<file path="src/rtl/processor_core.sv">
// Multi-cycle 16-bit load/store processor on a shared single-port synchronous RAM.
// Define PROCESSOR_MUL_EN to build the opcode-1 multiplier; otherwise opcode 1 is a no-op.
module processor_core #(
    parameter int unsigned INSTRUCTION_SIZE     = 16,
    parameter int unsigned REGISTER_SIZE        = 16,
    parameter int unsigned REGISTER_BANK_SIZE   = 16,
    parameter int unsigned MEMORY_ADDRESS_WIDTH = 8
) (
    input  logic                            i_clock,
    input  logic                            i_reset,
    input  logic [INSTRUCTION_SIZE-1:0]     i_ram_read_data,
    output logic [MEMORY_ADDRESS_WIDTH-1:0] o_ram_address,
    output logic [REGISTER_SIZE-1:0]        o_ram_write_data,
    output logic                            o_ram_write_enable,
    output logic                            o_halted
);

    typedef enum logic [2:0] {
        StFetch,
        StDecode,
        StExecute,
        StWriteBack,
        StHalt
    } state_t;

    localparam logic [2:0] OP_ADD = 3'd0;
    localparam logic [2:0] OP_MUL = 3'd1;
    localparam logic [2:0] OP_AND = 3'd2;
    localparam logic [2:0] OP_OR  = 3'd3;
    localparam logic [2:0] OP_SHL = 3'd4;
    localparam logic [2:0] OP_SHR = 3'd5;
    localparam logic [2:0] OP_LW  = 3'd6;
    localparam logic [2:0] OP_SW  = 3'd7;

    state_t current_state;
    state_t next_state;

    logic [MEMORY_ADDRESS_WIDTH-1:0] r_pc;
    logic [INSTRUCTION_SIZE-1:0]     r_ir;
    logic [REGISTER_SIZE-1:0]        r_result;
    logic [REGISTER_SIZE-1:0]        r_registers [REGISTER_BANK_SIZE];

    logic [2:0]                      w_opcode;
    logic                            w_imm_form;
    logic [3:0]                      w_rd;
    logic [3:0]                      w_rs1;
    logic [3:0]                      w_rs2;
    logic [7:0]                      w_imm;
    logic [REGISTER_SIZE-1:0]        w_rd_value;
    logic [REGISTER_SIZE-1:0]        w_rs1_value;
    logic [REGISTER_SIZE-1:0]        w_operand_a;
    logic [REGISTER_SIZE-1:0]        w_operand_b;
    logic [3:0]                      w_rotate_amount;
    logic [4:0]                      w_rotate_complement;
    logic [REGISTER_SIZE-1:0]        w_rotl;
    logic [REGISTER_SIZE-1:0]        w_rotr;
    logic [REGISTER_SIZE-1:0]        w_alu_result;
    logic [MEMORY_ADDRESS_WIDTH-1:0] w_mem_address;
    logic                            w_writes_rd;
    logic                            w_reg_write_enable;
    logic [REGISTER_SIZE-1:0]        w_reg_write_data;

    assign w_opcode   = r_ir[15:13];
    assign w_imm_form = r_ir[12];
    assign w_rd       = r_ir[11:8];
    assign w_rs1      = r_ir[7:4];
    assign w_rs2      = r_ir[3:0];
    assign w_imm      = r_ir[7:0];

    assign w_rd_value  = r_registers[w_rd];
    assign w_rs1_value = r_registers[w_rs1];

    // Immediate form uses rd as both the first source and the destination.
    assign w_operand_a = w_imm_form ? w_rd_value : w_rs1_value;
    assign w_operand_b = w_imm_form ? {{(REGISTER_SIZE-8){1'b0}}, w_imm} : r_registers[w_rs2];

    assign w_mem_address = w_imm_form ? w_imm : w_rs1_value[MEMORY_ADDRESS_WIDTH-1:0];

    // A zero amount makes the complementary shift a full-width shift, which yields zero.
    assign w_rotate_amount     = w_operand_b[3:0];
    assign w_rotate_complement = 5'(REGISTER_SIZE) - {1'b0, w_rotate_amount};
    assign w_rotl = (w_operand_a << w_rotate_amount) | (w_operand_a >> w_rotate_complement);
    assign w_rotr = (w_operand_a >> w_rotate_amount) | (w_operand_a << w_rotate_complement);

    always_comb begin
        w_alu_result = '0;
        case (w_opcode)
            OP_ADD: w_alu_result = w_operand_a + w_operand_b;
`ifdef PROCESSOR_MUL_EN
            OP_MUL: w_alu_result = w_operand_a * w_operand_b;
`endif
            OP_AND: w_alu_result = w_operand_a & w_operand_b;
            OP_OR:  w_alu_result = w_operand_a | w_operand_b;
            OP_SHL: w_alu_result = w_rotl;
            OP_SHR: w_alu_result = w_rotr;
            default: w_alu_result = '0;
        endcase
    end

`ifdef PROCESSOR_MUL_EN
    assign w_writes_rd = (w_opcode != OP_SW);
`else
    assign w_writes_rd = (w_opcode != OP_SW) && (w_opcode != OP_MUL);
`endif

    assign w_reg_write_enable = (current_state == StWriteBack) && w_writes_rd;
    assign w_reg_write_data   = (w_opcode == OP_LW) ? i_ram_read_data : r_result;

    always_comb begin
        next_state = current_state;
        unique case (current_state)
            StFetch:     next_state = StDecode;
            StDecode:    next_state = (i_ram_read_data == '0) ? StHalt : StExecute;
            StExecute:   next_state = StWriteBack;
            StWriteBack: next_state = StFetch;
            StHalt:      next_state = StHalt;
            default:     next_state = StFetch;
        endcase
    end

    always_comb begin
        o_ram_address      = '0;
        o_ram_write_data   = '0;
        o_ram_write_enable = 1'b0;
        o_halted           = 1'b0;
        unique case (current_state)
            StFetch: o_ram_address = r_pc;
            StExecute: begin
                if (w_opcode == OP_LW || w_opcode == OP_SW) begin
                    o_ram_address = w_mem_address;
                end
                if (w_opcode == OP_SW) begin
                    o_ram_write_data   = w_rd_value;
                    o_ram_write_enable = 1'b1;
                end
            end
            StHalt:  o_halted = 1'b1;
            default: ;
        endcase
    end

    always_ff @(posedge i_clock or negedge i_reset) begin
        if (!i_reset) begin
            current_state <= StFetch;
            r_pc          <= '0;
            r_ir          <= '0;
            r_result      <= '0;
        end else begin
            current_state <= next_state;
            if (current_state == StDecode) begin
                r_ir <= i_ram_read_data;
                r_pc <= r_pc + MEMORY_ADDRESS_WIDTH'(1);
            end
            if (current_state == StExecute) begin
                r_result <= w_alu_result;
            end
        end
    end

    // Register contents survive reset, so the bank has no reset term.
    always_ff @(posedge i_clock) begin
        if (w_reg_write_enable) begin
            r_registers[w_rd] <= w_reg_write_data;
        end
    end

endmodule

</file>
<file path="config.mk">
export PLATFORM = sky130hd
export DESIGN_NAME = processor_core
export DESIGN_NICKNAME = d
export VERILOG_FILES = /design/src/rtl/processor_core.sv
export SDC_FILE = /design/constraint.sdc
export NUM_CORES = 1
export LEC_CHECK = 0
export ABC_AREA = 0
export CAP_MARGIN = 20
export CORE_ASPECT_RATIO = 1.5
export CORE_MARGIN = 2
export CORE_UTILIZATION = 45
export DETAILED_ROUTE_END_ITERATION = 10
export PLACE_DENSITY = 0.72
export SYNTH_ARGS = -nofsm -noshare
export SYNTH_HDL_FRONTEND = slang
export SYNTH_SLANG_ARGS = --single-unit
</file>
<file path="constraint.sdc">
create_clock -name i_clock -period 7.5 [get_ports i_clock]
set_input_delay 1.5 -clock i_clock [delete_from_list [all_inputs] [get_ports i_clock]]
set_output_delay 1.5 -clock i_clock [all_outputs]
set_load 0.05 [all_outputs]
</file>
==> metrics.md <==
| Metric | Value |
|---|---|
| Status | finished clean |
| Initial antenna violation count | 2 |
| CTS Sinks | 299 |
| Minimum clock period | between 5 and 6 ns |
| Final hold viol count | 0 |
| P_leak | between 8 and 9 nW |
| Post-DR wirelength/cell | 32.4 um |
| Synth Register Bits | between 200 and 300 |
| Startpoint types | flip-flop |
| Worst-Skew Late Latency | approximately 0.57 ns |
| Clk root buf | clkbuf_16 |
| Slew HR | between 10% and 20% |
| Max Freq | between 150 and 200 MHz |
| Clock H-tree levels | 1 |
| Fin. max-slew vios | 0 |
| Die Span Y | between 200 and 300 um |
| DP HPWL | roughly 52000 um |
| Reg2reg setup slack | a little over 2 ns |
| RSZ-0062 raised after global routing | no |
| Crit share post-route | between 70 and 80% |
| Worst path required time | ~6 ns |
| DRC | 0 |
| Worst setup margin | between 1.5 and 2 ns |
| CP Capture Type | output port |
| Share of cells above drive strength 1 | 20.5% |
| Clock Skew | 0.0127 ns |
| Final design utilization | between 40% and 50% |
| Die area | between 40000 and 50000 sq um |
| Post-synth top area share | between 30% and 40% |
| CP Max Fanout | 57 |
| ANT nets after route | 0 |
| R2R cell count | 12 |
| Total Routing Usage GR | approximately a third |
| Worst-Margin Slew | 1.20 ns |
| Register area share after synthesis | approximately 42% |
| Worst min path class | flip-flop to flip-flop |
| Post_cts resized | 0 |
| Area leader, netlist | edfxtp_1 |
| Fin Setup TNS | 0 ns |
| Clock tree buffer depth | 3 |
| Total nets after synthesis | 1797 |
| Vias in the first global route | ~17000 |
| Starting density of the core | between 40% and 50% |
| Rows | between 90 and 100 |
| CP endpoint | o_ram_address[7] |
| Critical R2R Launch | r_ir[1]$_DFFE_PN0P_ |
| Setup bufs post-CTS | 0 |
| Worst-path clk slew | 0.07 ns |
| Ys flop type | edfxtp_1 |
| Synth Cell Area | between 20000 and 25000 sq um |
| Drt pass-1 iters | 6 |
| Hold slack | 0.484 ns |
| Via Count | roughly 17000 |
| First-pass GRT wire length | ~110000 um |
| Setup CP Type | flip-flop to output port |
| CTS tree | built |
| Num CTS Buffers | 28 |
| Post-Syn Instances | 1741 |
| GRT Residual Overflow | 0 |
| Worst EP arrival | 4.28 ns |
| Fill cells | roughly 4000 |
| Cts hold-fix bufs | 0 |
| Asr flop ratio synth | 14.4% |
| Post-Route WL | between 70000 and 80000 um |
| GPL Wtd Cong | 1.03 |
| Die Span X | roughly 180 um |
| Cell Pwr Density | roughly 210 nW/um^2 |
| Synth unique cells | just under 90 |
| Core Footprint | approximately 46000 sq um |
| Yosys synthesis warning count | 0 |
| Maxcap violations | 0 |
| Synth-to-Final Area Change | 9.33% |
| Worst vdd ir | between 0.00015 and 0.0002 V |
| Fin nets | around 1800 |
| # diodes | 0 |
| I/O Buffers | 43 |
| EDFF count, synth | about 260 |
| I/O pin count | 44 |
| Dpl ws | 2.17 ns |
| Initial DRC count | ~2500 |
| Worst setup startpoint | r_ir[6]$_DFFE_PN0P_ |
| Synth top area cells | edfxtp_1, mux4_2, mux2i_1 |
| Final Setup Violations | 0 |
| Post-DR vias/cell | between 7 and 8 |
| Worst R2R End | r_result[4]$_DFFE_PN0P_ |
| Largest net degree at the start of global routing | 58 |
| Avg Cell Area, Syn | approximately 12 sq um |
[flip-flops by register name, indices dropped and copies added (netlist names)]
signal / cells
current_state: 3
r_ir: 16
r_pc: 8
r_registers: 256
r_result: 16
[logic make-up (layout without fill, tap and decap cells)]
logic type	after synthesis	after routing	share of synthesized area, %
mux	413	413	28.2
simple gates	405	405	9.27
compound gates	379	379	12.6
flops	299	299	42.3
buf+inv	190	195	4.52
fa+ha+maj	38	38	2.33
xor+xnor	17	17	0.845
[cell usage after synthesis (5+ instances only)]
cell type,count
or3_1,7
buf_6,10
a222oi_1,5
dfrtp_1,43
and3_1,10
nand3_1,39
clkbuf_1,66
o22ai_1,25
or2_2,9
o2111ai_1,8
a211oi_1,30
a221oi_1,8
nor2b_1,11
a22o_1,8
nand2_1,114
and2_1,9
inv_1,42
buf_2,37
mux2i_1,197
ha_1,37
o22a_1,7
nor2_1,112
nor3_1,36
nor3b_1,7
buf_1,13
o31a_1,5
a22oi_1,58
xnor2_1,9
edfxtp_1,256
xor2_1,6
nand2b_1,21
nor4_1,6
a31oi_1,14
o211ai_1,12
mux2_2,88
o221ai_1,11
a21oi_1,77
mux4_1,6
mux4_2,119
nand4_1,11
o21ai_0,50
a21o_1,7
o21a_1,9
buf_4,14
[power by group]
part           internal [mW]  switching (mW)
clock network          0.890           0.672
registers               1.90          0.0709
logic                  0.454           0.831
[stage by stage]
stage | cells | area, sq um | power, mW
after floorplan | 1741 | 20700 | 2.82
after global placement | 2279 | 21600 | 3.21
after detailed placement | 2279 | 21600 | 3.21
after CTS | 2330 | 22600 | 4.75
after global routing | 2334 | 22700 | 4.94
final | 2334 | 22700 | 4.81
[final cells by class]
| class | count | area [sq um] | area share, % |
|---|---|---|---|
| Clock buffer | 32 | 737 | 3.25 |
| Clock inverter | 19 | 255 | 1.13 |
| Multi-Input combinational cell | 1252 | 11100 | 49.2 |
| Inverter | 46 | 178 | 0.784 |
| Tap cell | 588 | 736 | 3.24 |
| Sequential cell | 299 | 8780 | 38.7 |
| Timing Repair Buffer | 98 | 842 | 3.71 |
[worst min path at each step]
| stage | from | to | slack [ns] | cells after the start |
|---|---|---|---|---|
| global placement | r_pc[7]$_DFFE_PN0P_ | r_pc[7]$_DFFE_PN0P_ | 0.47 | 1 |
| floorplan | r_pc[7]$_DFFE_PN0P_ | r_pc[7]$_DFFE_PN0P_ | 0.45 | 1 |
| detailed placement | r_pc[7]$_DFFE_PN0P_ | r_pc[7]$_DFFE_PN0P_ | 0.48 | 1 |
| global route | r_pc[7]$_DFFE_PN0P_ | r_pc[7]$_DFFE_PN0P_ | 0.53 | 1 |
| CTS | r_pc[7]$_DFFE_PN0P_ | r_pc[7]$_DFFE_PN0P_ | 0.50 | 1 |
| finish | r_pc[7]$_DFFE_PN0P_ | r_pc[7]$_DFFE_PN0P_ | 0.48 | 1 |
[layout by cell type, fill, tap and decap left out, drive strengths merged, types with 15 or more instances in the layout]
master         netlist  final
edfxtp             256    256
mux2i              198    198
mux4               125    125
nand2              114    114
nor2               112    112
mux2                90     90
a21oi               77     77
a22oi               58     58
buf                 77     55
o21ai               53     53
inv                 45     51
dfrtp               43     43
clkdlybuf4s50        0     42
nand3               40     40
ha                  37     37
nor3                36     36
clkbuf              67     33
a211oi              30     30
o22ai               25     25
nand2b              21     21
a31oi               15     15
[critical path, stage by stage (launching register included)]
cell             delay [ns]
dfrtp_4                1.09
buf_4                  0.63
mux2i_1                0.18
or3_1                  0.37
nand2_1                0.18
nand3_1                0.15
a21oi_1                0.19
clkdlybuf4s50_1        0.83
[per-layer routing]
layer	GRT usage [%]	vias to the layer above	share of wire [%]
li1	-	6850	-
met4	23.5	4	9.1
met3	6.51	405	10
met2	51.5	1287	48
met1	36.3	8218	33
met5	0	-	0.029
Power figures use the tool's default switching activity.
